## src/rtl/imgproc_msg_arbiter_pkg.sv

```systemverilog
// Shared definitions for the image-processing message arbiter.
//   MSG_WORDS   : words per message (header, word A, word B)
//   state_t     : arbiter FSM states
//   MSG_TAG_DEF : default header tag ("BBX")
//   msg_t       : payload captured at grant time
//   make_header : builds {tag, 5'b0, idx}
package imgproc_msg_arbiter_pkg;

  localparam int          MSG_WORDS   = 3;
  localparam logic [23:0] MSG_TAG_DEF = 24'h424258;

  typedef enum logic [1:0] {
    ST_IDLE = 2'd0,
    ST_HDR  = 2'd1,
    ST_WA   = 2'd2,
    ST_WB   = 2'd3
  } state_t;

  typedef struct packed {
    logic [31:0] a;
    logic [31:0] b;
  } msg_t;

  function automatic logic [31:0] make_header(input logic [23:0] tag, input logic [2:0] idx);
    return {tag, 5'b0, idx};
  endfunction

endpackage

```

## src/rtl/imgproc_msg_arbiter_if.sv

```systemverilog
// Write-side bus of the shared message FIFO.
//   fifo_wrreq : write strobe (arbiter -> FIFO)
//   fifo_data  : write data   (arbiter -> FIFO)
//   fifo_flush : FIFO is being cleared this cycle (FIFO side -> arbiter)
//   fifo_usedw : FIFO occupancy in words (FIFO -> arbiter)
interface imgproc_msg_arbiter_if #(
  parameter int USEDW_W = 8
);
  logic               fifo_wrreq;
  logic [31:0]        fifo_data;
  logic               fifo_flush;
  logic [USEDW_W-1:0] fifo_usedw;

  modport master (output fifo_wrreq, fifo_data, input  fifo_flush, fifo_usedw);
  modport slave  (input  fifo_wrreq, fifo_data, output fifo_flush, fifo_usedw);
endinterface

```

## src/rtl/imgproc_rr_pick.sv

```systemverilog
// Combinational rotate-priority picker.
//   req    : pending requests
//   rr_ptr : index searched first; search continues rr_ptr+1, ... mod N_REQ
//   valid  : at least one request pending
//   idx    : first pending index found in that order
module imgproc_rr_pick #(
  parameter int N_REQ = 5
) (
  input  logic [N_REQ-1:0] req,
  input  logic [2:0]       rr_ptr,
  output logic             valid,
  output logic [2:0]       idx
);

  logic [2:0] j;

  always_comb begin
    valid = 1'b0;
    idx   = '0;
    j     = '0;
    for (int k = 0; k < N_REQ; k++) begin
      j = 3'((int'(rr_ptr) + k) % N_REQ);
      if (!valid && req[j]) begin
        valid = 1'b1;
        idx   = j;
      end
    end
  end

endmodule

```

## src/rtl/imgproc_msg_arbiter.sv

```systemverilog
// Round-robin arbiter sharing one 32-bit message FIFO among N_REQ detection
// record writers. Each grant emits header, word A, word B on consecutive
// cycles, and is only made when the FIFO can hold the whole message.
//   clk, reset_n : clock, synchronous active-low reset
//   req          : per-requester pending message (level, held until ack)
//   payload_a/b  : words A/B, requester i at [32i+31:32i]
//   ack          : one-cycle pulse, payload of requester i captured
//   enable       : allows new grants
//   fifo         : FIFO write bus (wrreq/data out, flush/usedw in)
//   busy         : message in progress
//   grant_idx    : last granted requester
//   stall_count  : saturating count of idle cycles blocked by FIFO space
module imgproc_msg_arbiter
  import imgproc_msg_arbiter_pkg::*;
#(
  parameter int          N_REQ      = 5,
  parameter int          FIFO_DEPTH = 256,
  parameter int          USEDW_W    = 8,
  parameter logic [23:0] MSG_TAG    = MSG_TAG_DEF
) (
  input  logic                 clk,
  input  logic                 reset_n,
  input  logic [N_REQ-1:0]     req,
  input  logic [N_REQ*32-1:0]  payload_a,
  input  logic [N_REQ*32-1:0]  payload_b,
  output logic [N_REQ-1:0]     ack,
  input  logic                 enable,
  imgproc_msg_arbiter_if.master fifo,
  output logic                 busy,
  output logic [2:0]           grant_idx,
  output logic [15:0]          stall_count
);

  // One spare word beyond the message keeps usedw from wrapping to 0 at full.
  localparam logic [USEDW_W:0] SPACE_MAX = (USEDW_W+1)'(FIFO_DEPTH - MSG_WORDS - 1);

  state_t            state_q, state_d;
  logic [2:0]        rr_q, rr_d;
  logic [N_REQ-1:0]  ack_d;
  logic              wr_q, wr_d;
  logic [31:0]       data_q, data_d;
  logic [2:0]        gidx_d;
  logic [15:0]       stall_d;
  msg_t              cap_q, cap_d;

  logic              pick_vld;
  logic [2:0]        pick_idx;
  logic              space_ok, want;
  logic [31:0]       pa_arr [N_REQ];
  logic [31:0]       pb_arr [N_REQ];

  for (genvar i = 0; i < N_REQ; i++) begin : g_unpack
    assign pa_arr[i] = payload_a[32*i +: 32];
    assign pb_arr[i] = payload_b[32*i +: 32];
  end

  imgproc_rr_pick #(.N_REQ(N_REQ)) u_pick (
    .req    (req),
    .rr_ptr (rr_q),
    .valid  (pick_vld),
    .idx    (pick_idx)
  );

  assign space_ok = ({1'b0, fifo.fifo_usedw} <= SPACE_MAX);
  assign want     = enable & pick_vld & ~fifo.fifo_flush;

  // wr_d/data_d describe the word on the bus during the *next* cycle, so the
  // header goes out the cycle after the grant with no extra latency.
  always_comb begin
    state_d = state_q;
    rr_d    = rr_q;
    ack_d   = '0;
    wr_d    = 1'b0;
    data_d  = data_q;
    gidx_d  = grant_idx;
    stall_d = stall_count;
    cap_d   = cap_q;
    case (state_q)
      ST_IDLE: begin
        if (want) begin
          if (space_ok) begin
            state_d = ST_HDR;
            ack_d   = N_REQ'(1) << pick_idx;
            gidx_d  = pick_idx;
            rr_d    = 3'((int'(pick_idx) + 1) % N_REQ);
            cap_d.a = pa_arr[pick_idx];
            cap_d.b = pb_arr[pick_idx];
            wr_d    = 1'b1;
            data_d  = make_header(MSG_TAG, pick_idx);
          end else if (stall_count != 16'hFFFF) begin
            stall_d = stall_count + 16'd1;
          end
        end
      end
      ST_HDR: begin
        state_d = ST_WA;
        wr_d    = 1'b1;
        data_d  = cap_q.a;
      end
      ST_WA: begin
        state_d = ST_WB;
        wr_d    = 1'b1;
        data_d  = cap_q.b;
      end
      default: begin
        state_d = ST_IDLE;
      end
    endcase
    // A flush drops whatever is left of the message; the requester stays served.
    if (fifo.fifo_flush) begin
      state_d = ST_IDLE;
      wr_d    = 1'b0;
    end
  end

  always_ff @(posedge clk) begin
    if (!reset_n) begin
      state_q     <= ST_IDLE;
      rr_q        <= '0;
      ack         <= '0;
      wr_q        <= 1'b0;
      data_q      <= '0;
      busy        <= 1'b0;
      grant_idx   <= '0;
      stall_count <= '0;
      cap_q       <= '0;
    end else begin
      state_q     <= state_d;
      rr_q        <= rr_d;
      ack         <= ack_d;
      wr_q        <= wr_d;
      data_q      <= data_d;
      busy        <= (state_d != ST_IDLE);
      grant_idx   <= gidx_d;
      stall_count <= stall_d;
      cap_q       <= cap_d;
    end
  end

  assign fifo.fifo_wrreq = wr_q;
  assign fifo.fifo_data  = data_q;

endmodule
```

## src/flat_wrapper.sv

```systemverilog
// flat-port wrapper written by rule: the top's interface ports become plain ports
module imgproc_msg_arbiter_flat import imgproc_msg_arbiter_pkg::*;
#(
  parameter int          N_REQ      = 5,
  parameter int          FIFO_DEPTH = 256,
  parameter int          USEDW_W    = 8,
  parameter logic [23:0] MSG_TAG    = MSG_TAG_DEF
)
  (clk, reset_n, req, payload_a, payload_b, ack, enable, busy, grant_idx, stall_count, fifo_fifo_wrreq, fifo_fifo_data, fifo_fifo_flush, fifo_fifo_usedw);
  imgproc_msg_arbiter_if #(.USEDW_W(USEDW_W)) fifo_i ();
  input  logic clk;
  input  logic reset_n;
  input  logic [N_REQ-1:0] req;
  input  logic [N_REQ*32-1:0] payload_a;
  input  logic [N_REQ*32-1:0] payload_b;
  output logic [N_REQ-1:0] ack;
  input  logic enable;
  output logic busy;
  output logic [2:0] grant_idx;
  output logic [15:0] stall_count;
  output wire logic [$bits(fifo_i.fifo_wrreq)-1:0] fifo_fifo_wrreq;
  output wire logic [$bits(fifo_i.fifo_data)-1:0] fifo_fifo_data;
  input wire logic [$bits(fifo_i.fifo_flush)-1:0] fifo_fifo_flush;
  input wire logic [$bits(fifo_i.fifo_usedw)-1:0] fifo_fifo_usedw;
  assign fifo_fifo_wrreq = fifo_i.fifo_wrreq;
  assign fifo_fifo_data = fifo_i.fifo_data;
  assign fifo_i.fifo_flush = fifo_fifo_flush;
  assign fifo_i.fifo_usedw = fifo_fifo_usedw;
  imgproc_msg_arbiter #(.N_REQ(N_REQ), .FIFO_DEPTH(FIFO_DEPTH), .USEDW_W(USEDW_W), .MSG_TAG(MSG_TAG)) u_core (.clk(clk), .reset_n(reset_n), .req(req), .payload_a(payload_a), .payload_b(payload_b), .ack(ack), .enable(enable), .fifo(fifo_i), .busy(busy), .grant_idx(grant_idx), .stall_count(stall_count));
endmodule
```

## config.mk

```make
export PLATFORM = sky130hd
export DESIGN_NAME = imgproc_msg_arbiter_flat
export DESIGN_NICKNAME = d
export VERILOG_FILES = /design/src/rtl/imgproc_msg_arbiter_pkg.sv /design/src/rtl/imgproc_msg_arbiter_if.sv /design/src/rtl/imgproc_rr_pick.sv /design/src/rtl/imgproc_msg_arbiter.sv /design/src/flat_wrapper.sv
export SDC_FILE = /design/constraint.sdc
export NUM_CORES = 1
export LEC_CHECK = 0
export ABC_AREA = 1
export BUFFER_PORTS_ARGS = -buffer_cell sky130_fd_sc_hd__buf_2
export CORE_AREA = 2 2 152 154
export DETAILED_ROUTE_END_ITERATION = 12
export DIE_AREA = 0 0 154 156
export HOLD_SLACK_MARGIN = 0.03
export PLACE_DENSITY = 0.79
export SETUP_SLACK_MARGIN = 0.3
export SYNTH_ARGS = -nofsm -noshare
export SYNTH_HDL_FRONTEND = slang
export SYNTH_HIERARCHICAL = 1
export SYNTH_SLANG_ARGS = --single-unit
```

## constraint.sdc

```tcl
create_clock -name clk -period 10.4 [get_ports clk]
set_input_delay 0.52 -clock clk [delete_from_list [all_inputs] [get_ports clk]]
set_output_delay 0.52 -clock clk [all_outputs]
set_load 0.02 [all_outputs]
```

==> results of run 1 <==
## metrics by stage
step	hold slack, ns	worst slack (ns)
2_1_floorplan	0.4260	5.032
3_3_place_gp	0.4279	4.148
3_5_place_dp	0.4323	4.052
4_1_cts	0.3688	4.027
5_1_grt	0.3762	3.328
6_report	0.3792	3.945
## tightest hold or removal path, delay by kind of cell
kind                   cells  cell delay, ns
buffers and inverters      1            0.08
AND/OR/NAND/NOR            2            0.16
## registers in the layout, indices dropped and copies added, names as in the netlist
register                flops
u_core/fifo.fifo_wrreq      1
u_core/ack                  5
u_core/grant_idx            3
u_core/rr_q                 3
u_core/busy                 1
u_core/cap_q               64
u_core/state_q              2
u_core/fifo.fifo_data      32
u_core/stall_count         16
## routing by layer
metal	part of all wire (%)	vias up	GRT usage [%]
met1	41	4974	36.96
met5	0.019	-	0
met3	8.6	73	5.222
met4	3.7	2	12.55
met2	47	582	47.13
li1	-	5195	-
## final timing paths
path	start	end	slack [ns]	cells after the start
max	u_core/rr_q[0]$_SDFFE_PN0P_	u_core/cap_q[55]$_SDFFE_PN0P_	3.95	30
min reg2reg	u_core/grant_idx[2]$_SDFFE_PN0P_	u_core/grant_idx[2]$_SDFFE_PN0P_	0.45	2
max reg2reg	u_core/rr_q[0]$_SDFFE_PN0P_	u_core/cap_q[55]$_SDFFE_PN0P_	3.95	30
min	payload_a[139]	u_core/cap_q[43]$_SDFFE_PN0P_	0.38	3
## kinds of logic (layout without fill, tap and decap cells)
family | count (synthesis) | after routing | share of synthesized area, %
buffers and inverters | 209 | 557 | 9.913
other | 0 | 3 | 0
AND/OR/NAND/NOR | 589 | 589 | 28.62
XOR/XNOR | 18 | 18 | 2.161
flip-flops | 127 | 127 | 29.28
adder cells (fa/ha/maj) | 28 | 28 | 4.035
AO/OA/AOI/OAI | 363 | 363 | 25.99
## cells in the mapped netlist (2+ instances only)
cell	count	area share [%]
a21oi_1	49	2.8
a21oi_2	5	0.50
a221oi_1	7	0.71
a22oi_1	55	4.8
a31oi_1	9	0.65
buf_1	2	0.086
buf_2	25	1.4
buf_4	2	0.17
buf_6	5	0.65
clkbuf_1	52	2.2
dfxtp_1	127	29
ha_1	28	4.0
inv_1	108	4.7
inv_2	15	0.65
nand2_1	334	14
nand2_2	12	0.86
nand3_1	49	2.8
nand3_2	3	0.35
nand3_4	2	0.40
nand3b_1	2	0.17
nand4_1	26	1.9
nor2_1	145	6.3
nor2_2	5	0.36
nor2_4	3	0.39
nor3_1	4	0.23
nor3_2	2	0.23
o211ai_1	6	0.52
o21ai_0	152	8.8
o21ai_1	5	0.29
o21ai_2	2	0.20
o221ai_1	41	4.1
o22ai_1	24	1.7
xnor2_1	6	0.61
xor2_1	8	0.81
xor2_2	4	0.75
## cell type report
cell class              instances  area, um^2  share of cell area, %
diodes                          3       7.507                0.06638
clock buffers                  20       466.7                  4.127
clock inverters                11       105.1                 0.9293
inverters                     123       461.7                  4.082
multi-input cells             998        5318                  47.02
flip-flops and latches        127        2542                  22.48
well taps                     285       356.6                  3.153
repair buffers                403        2052                  18.14
## power by group
group	leakage [nW]	internal [mW]	switching (mW)	total, mW
Combinational	3.86	0.802	1.94	2.75
Clock	0.271	0.348	0.233	0.581
Sequential	1.03	0.548	0.0309	0.579
## cells in the final DEF, fill, tap and decap left out, drive strengths merged, types with 2 or more instances in the layout
master / instances
diode: 3
o211ai: 6
a21oi: 54
clkinvlp: 4
xor2: 12
nand3b: 2
buf: 403
dfxtp: 127
o221ai: 41
nand4: 26
o21ai: 159
a221oi: 7
o22ai: 24
nor3: 6
xnor2: 6
nand3: 54
nor2: 153
a211oi: 2
inv: 126
clkbuf: 20
a22oi: 55
a31oi: 10
clkinv: 3
nand2: 346
ha: 28
==> flow_metrics.py, run 1 <==
metrics = {
    "outcome": {
        "status": "finished clean",
    },
    "clock_tree": {
        "ctsHoldBuffers": 0,
        "cts-buffers-inserted": 17,
        "htree_levels": 4,
        "cts_setup_buffers": 0,
        "cts_tree": "done",
        "cts.repair.resized": 0,
        "cts_sinks": 127,
        "clk_path_buf_depth": 2,
        "clock_latency_ns": 0.42,
        "cts_root_buffer": "clkbuf_16",
        "clk_pin_slew_worst_paths_ns": 0.06,
    },
    "global_routing": {
        "grt_overflow": 0,
        "grt_max_degree": 94,
        "grt_pass1_vias": 9934,
        "grt_pass1_wl_um": 53600,
        "grt_antenna_before_repair": 4,
        "grt_usage_pct": 28.71,
    },
    "setup_path": {
        "cp.required_ns": 10.72,
        "crit_path_max_fanout": 71,
        "critPathSlowestCell": "dfxtp_1",
        "startpoint_type": "flop",
        "critical_path_arrival_ns": 6.78,
        "slowest_delay_ns": 0.73,
        "endpoint_kind": "flop",
        "critPathTopFamily": "buffers and inverters",
        "crit_type": "flop to flop",
        "cp.buffers_inverters": 10,
    },
    "hold_path": {
        "hp-class": "input pin to flop",
    },
    "cells_and_area": {
        "drive_gt1_share_pct": 29.43,
        "fin_util_pct": 50.57,
        "fillCellCount": 2322,
        "area_growth_syn_to_layout_pct": 30.24,
        "design_area_mm2": 0.01131,
        "fin_nets": 2035,
        "fin_cells": 1970,
    },
    "synthesis": {
        "async_reset_ff_share_pct": 0,
        "synth_edf_count": 0,
        "synthCells": 1334,
        "syn_nets": 1699,
        "yosys_warnings": 6,
        "syn-cell-area_mm2": 0.008683,
        "ys_seq_area_share_pct": 29.28,
        "ys_seq_elements": 127,
        "synth.avg_cell_area_um2": 6.509,
        "synthFlopType": "dfxtp_1",
        "synth_cell_types": 45,
    },
    "sta": {
        "relSlewSlack_pct": 24.14,
        "final.min_clock_period_ns": 6.455,
        "rsz0062_at_grt": "false",
        "worst_pin_slew_ns": 1.138,
        "fin_tns_setup_ns": 0,
        "clock.fmax_mhz": 154.9,
        "report.final.slew_viol_count": 0,
        "min_period_over_period_pct": 62.06,
        "hold_viol": 0,
        "skew_ns": 0.01065,
        "setup_viol": 0,
    },
    "place": {
        "portBuffers": 394,
        "place_congestion": 0.9358,
        "place_inst": 1936,
        "hpwl_um": 26960,
        "placed_area_mm2": 0.01073,
    },
    "floorplan": {
        "std_cell_rows": 55,
        "fp.dieH_um": 156,
        "fp.dieW_um": 154,
        "start_util_pct": 38.83,
        "io-pin-count": 395,
        "coreArea_mm2": 0.02237,
        "die_area_mm2": 0.02402,
    },
    "drt": {
        "drc": 0,
        "dr_total_vias": 10826,
        "avgViaCountPerCell": 5.495,
        "ant_nets": 0,
        "drt_iter0_drc": 914,
        "routed_wl_um": 36170,
        "first_pass_iters": 5,
        "avgRoutedWirePerCell_um": 18.36,
    },
    "pwr": {
        "irDropWorstVdd_mv": 0.4128,
        "leakage_nw": 5.165,
        "powerDensity_mw_per_mm2": 345.3,
        "total_power_mw": 3.905,
    },
    "flow_run": {
        "maxCapViolCount": 0,
    },
}
Power figures use the tool's default switching activity.
==> inputs of run 2 (changes only) <==
--- a/config.mk
+++ b/config.mk
@@ -5,13 +5,13 @@
 export SDC_FILE = /design/constraint.sdc
 export NUM_CORES = 1
 export LEC_CHECK = 0
-export ABC_AREA = 1
+export ABC_AREA = 0
 export BUFFER_PORTS_ARGS = -buffer_cell sky130_fd_sc_hd__buf_2
-export CORE_AREA = 2 2 152 154
+export CORE_AREA = 2 2 154 156
 export DETAILED_ROUTE_END_ITERATION = 12
-export DIE_AREA = 0 0 154 156
+export DIE_AREA = 0 0 156 158
 export HOLD_SLACK_MARGIN = 0.03
-export PLACE_DENSITY = 0.79
+export PLACE_DENSITY = 0.77
 export SETUP_SLACK_MARGIN = 0.3
 export SYNTH_ARGS = -nofsm -noshare
 export SYNTH_HDL_FRONTEND = slang
==> constraint.sdc (replaced) <==
create_clock -name clk -period 6.7 [get_ports clk]
set_input_delay 0.335 -clock clk [delete_from_list [all_inputs] [get_ports clk]]
set_output_delay 0.335 -clock clk [all_outputs]
set_load 0.02 [all_outputs]
==> flow_metrics.py, run 2 <==
metrics = {
    "cells_and_area": {
        "fillCellCount": 2136,
        "largest_reg_flops": 64,
        "regMostFlops": "u_core/cap_q",
        "fin_nets": 1653,
        "layout_common_cells": "buf_2, nand2_1, dfxtp_1, a22oi_1, mux4_2",
        "final_common_cell": "buf_2",
        "area_growth_syn_to_layout_pct": 33.25,
        "drive_gt1_share_pct": 43.00,
    },
    "global_routing": {
        "busiest_layer": "met2",
        "gr-usage-met1_pct": 29.45,
        "grt_pass1_vias": 8624,
        "grt_max_degree": 78,
        "grt_overflow": 0,
        "use_met2_pct": 40.33,
        "met3_usage_pct": 4.380,
        "grt_pass1_wl_um": 45080,
        "grt_usage_pct": 23.36,
        "grt_antenna_before_repair": 2,
    },
    "hold_path": {
        "hp-class": "input pin to flop",
        "min_to": "u_core/cap_q[52]$_SDFFE_PN0P_",
        "min-delay-start": "payload_a[148]",
        "whs_path_depth": 3,
    },
    "drt": {
        "dr_total_vias": 9049,
        "ant_nets": 0,
        "drc": 0,
        "avgRoutedWirePerCell_um": 19.02,
        "first_pass_iters": 5,
        "routed_wl_um": 30300,
        "drt_iter0_drc": 713,
        "avgViaCountPerCell": 5.680,
    },
    "floorplan": {
        "fp.dieH_um": 158,
        "io-pin-count": 395,
        "fp.dieW_um": 156,
        "std_cell_rows": 56,
        "coreArea_mm2": 0.02305,
        "start_util_pct": 37.07,
        "die_area_mm2": 0.02465,
    },
    "synthesis": {
        "synthCells": 923,
        "synth.most_common_cell": "nand2_1",
        "post-synth-top-area-cell": "dfxtp_1",
        "yosys_warnings": 6,
        "ys_top_cells_by_count": "nand2_1, dfxtp_1, a22oi_1, mux4_2, a21oi_1",
        "ys_seq_elements": 127,
        "ys_seq_area_share_pct": 29.75,
        "async_reset_ff_share_pct": 0,
        "synth_edf_count": 0,
        "synth_cell_types": 97,
        "synth.avg_cell_area_um2": 9.259,
        "synthFlopType": "dfxtp_1",
        "syn-cell-area_mm2": 0.008546,
        "synth_area_leaders": "dfxtp_1, mux4_2, a22oi_1, nand2_1, ha_1",
        "yosys.area.top_type_share_pct": 29.75,
        "syn_nets": 1288,
    },
    "setup_path": {
        "cp.required_ns": 6.98,
        "r2r-start": "u_core/rr_q[1]$_SDFFE_PN0P_",
        "reg2reg_to": "u_core/rr_q[1]$_SDFFE_PN0P_",
        "critical_path_arrival_ns": 6.31,
        "rrSetupSlack_ns": 0.66,
        "crit_path_max_fanout": 13,
        "startpoint_type": "flop",
        "crit_type": "flop to flop",
        "rr_worst_depth": 26,
        "crit_path_start": "u_core/rr_q[1]$_SDFFE_PN0P_",
        "endpoint_kind": "flop",
        "critPathSlowestCell": "a221o_1",
        "slowest_delay_ns": 0.42,
    },
    "clock_tree": {
        "cts_root_buffer": "clkbuf_16",
        "cts-buffers-inserted": 17,
        "clk_path_buf_depth": 2,
        "cts_sinks": 127,
        "ctsHoldBuffers": 0,
        "cts_tree": "done",
        "clock_latency_ns": 0.41,
        "clk_pin_slew_worst_paths_ns": 0.06,
        "htree_levels": 4,
    },
    "sta": {
        "min_period_over_period_pct": 90.10,
        "clock.fmax_mhz": 165.7,
        "final.min_clock_period_ns": 6.037,
        "report.final.slew_viol_count": 0,
        "relSlewSlack_pct": 53.06,
        "fin_tns_setup_ns": 0,
        "skew_ns": 0.006026,
        "rsz0062_at_grt": "false",
        "finalWorstSetupSlack_ns": 0.6632,
        "hold_viol": 0,
        "setup_viol": 0,
        "worst_pin_slew_ns": 0.7036,
    },
    "flow_run": {
        "maxCapViolCount": 0,
    },
    "pwr": {
        "irDropWorstVdd_mv": 0.5812,
        "powerDensity_mw_per_mm2": 473.8,
        "leakage_nw": 5.111,
    },
    "outcome": {
        "status": "finished clean",
    },
    "place": {
        "place_congestion": 0.8875,
        "place_ws_ns": 0.4683,
        "hpwl_um": 22720,
        "portBuffers": 394,
    },
}
==> run 2: cell types whose count changed in the layout (fill, tap and decap cells not counted), sizes merged, moves of 45 or more <==
cell   before  now
o21ai     159   16
mux4        0   60
nand2     346  162
nand3      54    9
nor2      153   39
inv       126   36
==> run 2: stage by stage <==
step	area, um^2	instances	hold slack [ns]	total power, mW	utilization, %
global placement	10730	1554	0.4263	4.274	46.55
finish	11390	1593	0.1042	5.396	49.40
global route	11380	1590	0.09395	5.755	49.36
detailed placement	10730	1554	0.4303	4.352	46.55
CTS	11320	1585	0.08388	5.292	49.09
floorplan	8546	923	0.4160	3.653	-
==> run 2: report_power, final <==
group          switching (mW)  internal [mW]  total (mW)
registers               0.116          0.940        1.06
logic                    1.79           1.64        3.42
clock network           0.363          0.553       0.916
==> run 2: kinds of logic after synthesis <==
| kind of cell | synth area share, % |
|---|---|
| simple gates | 17.42 |
| compound gates | 23.72 |
| flops | 29.75 |
| buf+inv | 5.783 |
| mux | 18.10 |
| xor+xnor | 1.127 |
| fa+ha+maj | 4.100 |
==> run 2: final cells by class <==
type	instances	area, um^2	area share (%)
multi-input combinational	691	5575	48.96
sequential	127	2542	22.33
timing repair buffer	418	2186	19.20
clock buffer	17	425.4	3.736
tap	290	362.8	3.186
clock inverter	14	158.9	1.395
inverter	33	128.9	1.132
antenna	3	7.507	0.06593
==> run 2: routing by layer <==
metal / share of wire [%] / vias to the layer above
met5: 0.056 / -
met4: 2.0 / 2
met3: 7.3 / 46
met2: 50 / 425
met1: 41 / 4322
li1: - / 4254
==> run 2: worst max-delay path by stage <==
stage / to / slack, ns / cells after the start
floorplan: u_core/rr_q[1]$_SDFFE_PN0P_ / 0.48 / 31
CTS: u_core/rr_q[1]$_SDFFE_PN0P_ / 0.43 / 27
detailed placement: u_core/rr_q[1]$_SDFFE_PN0P_ / 0.47 / 27
global placement: u_core/rr_q[1]$_SDFFE_PN0P_ / 0.80 / 26
global route: u_core/rr_q[1]$_SDFFE_PN0P_ / 0.32 / 26
finish: u_core/rr_q[1]$_SDFFE_PN0P_ / 0.66 / 26
==> run 2: repair_timing <==
item,4_1_cts,5_1_grt
hold endpoints to repair,0,0
setup buffers,0,3
gates resized for setup,0,5
setup endpoints to repair,0,35
==> run 2: critical path, delay by kind of cell, from the launching register on <==
family | cells | cell delay [ns]
AOI/OAI and AO/OA | 8 | 1.89
and+or+nand+nor | 5 | 1.25
buffers and inverters | 6 | 0.60
DFF | 1 | 0.31
muxes | 1 | 0.28
adders and majority gates | 6 | 1.57
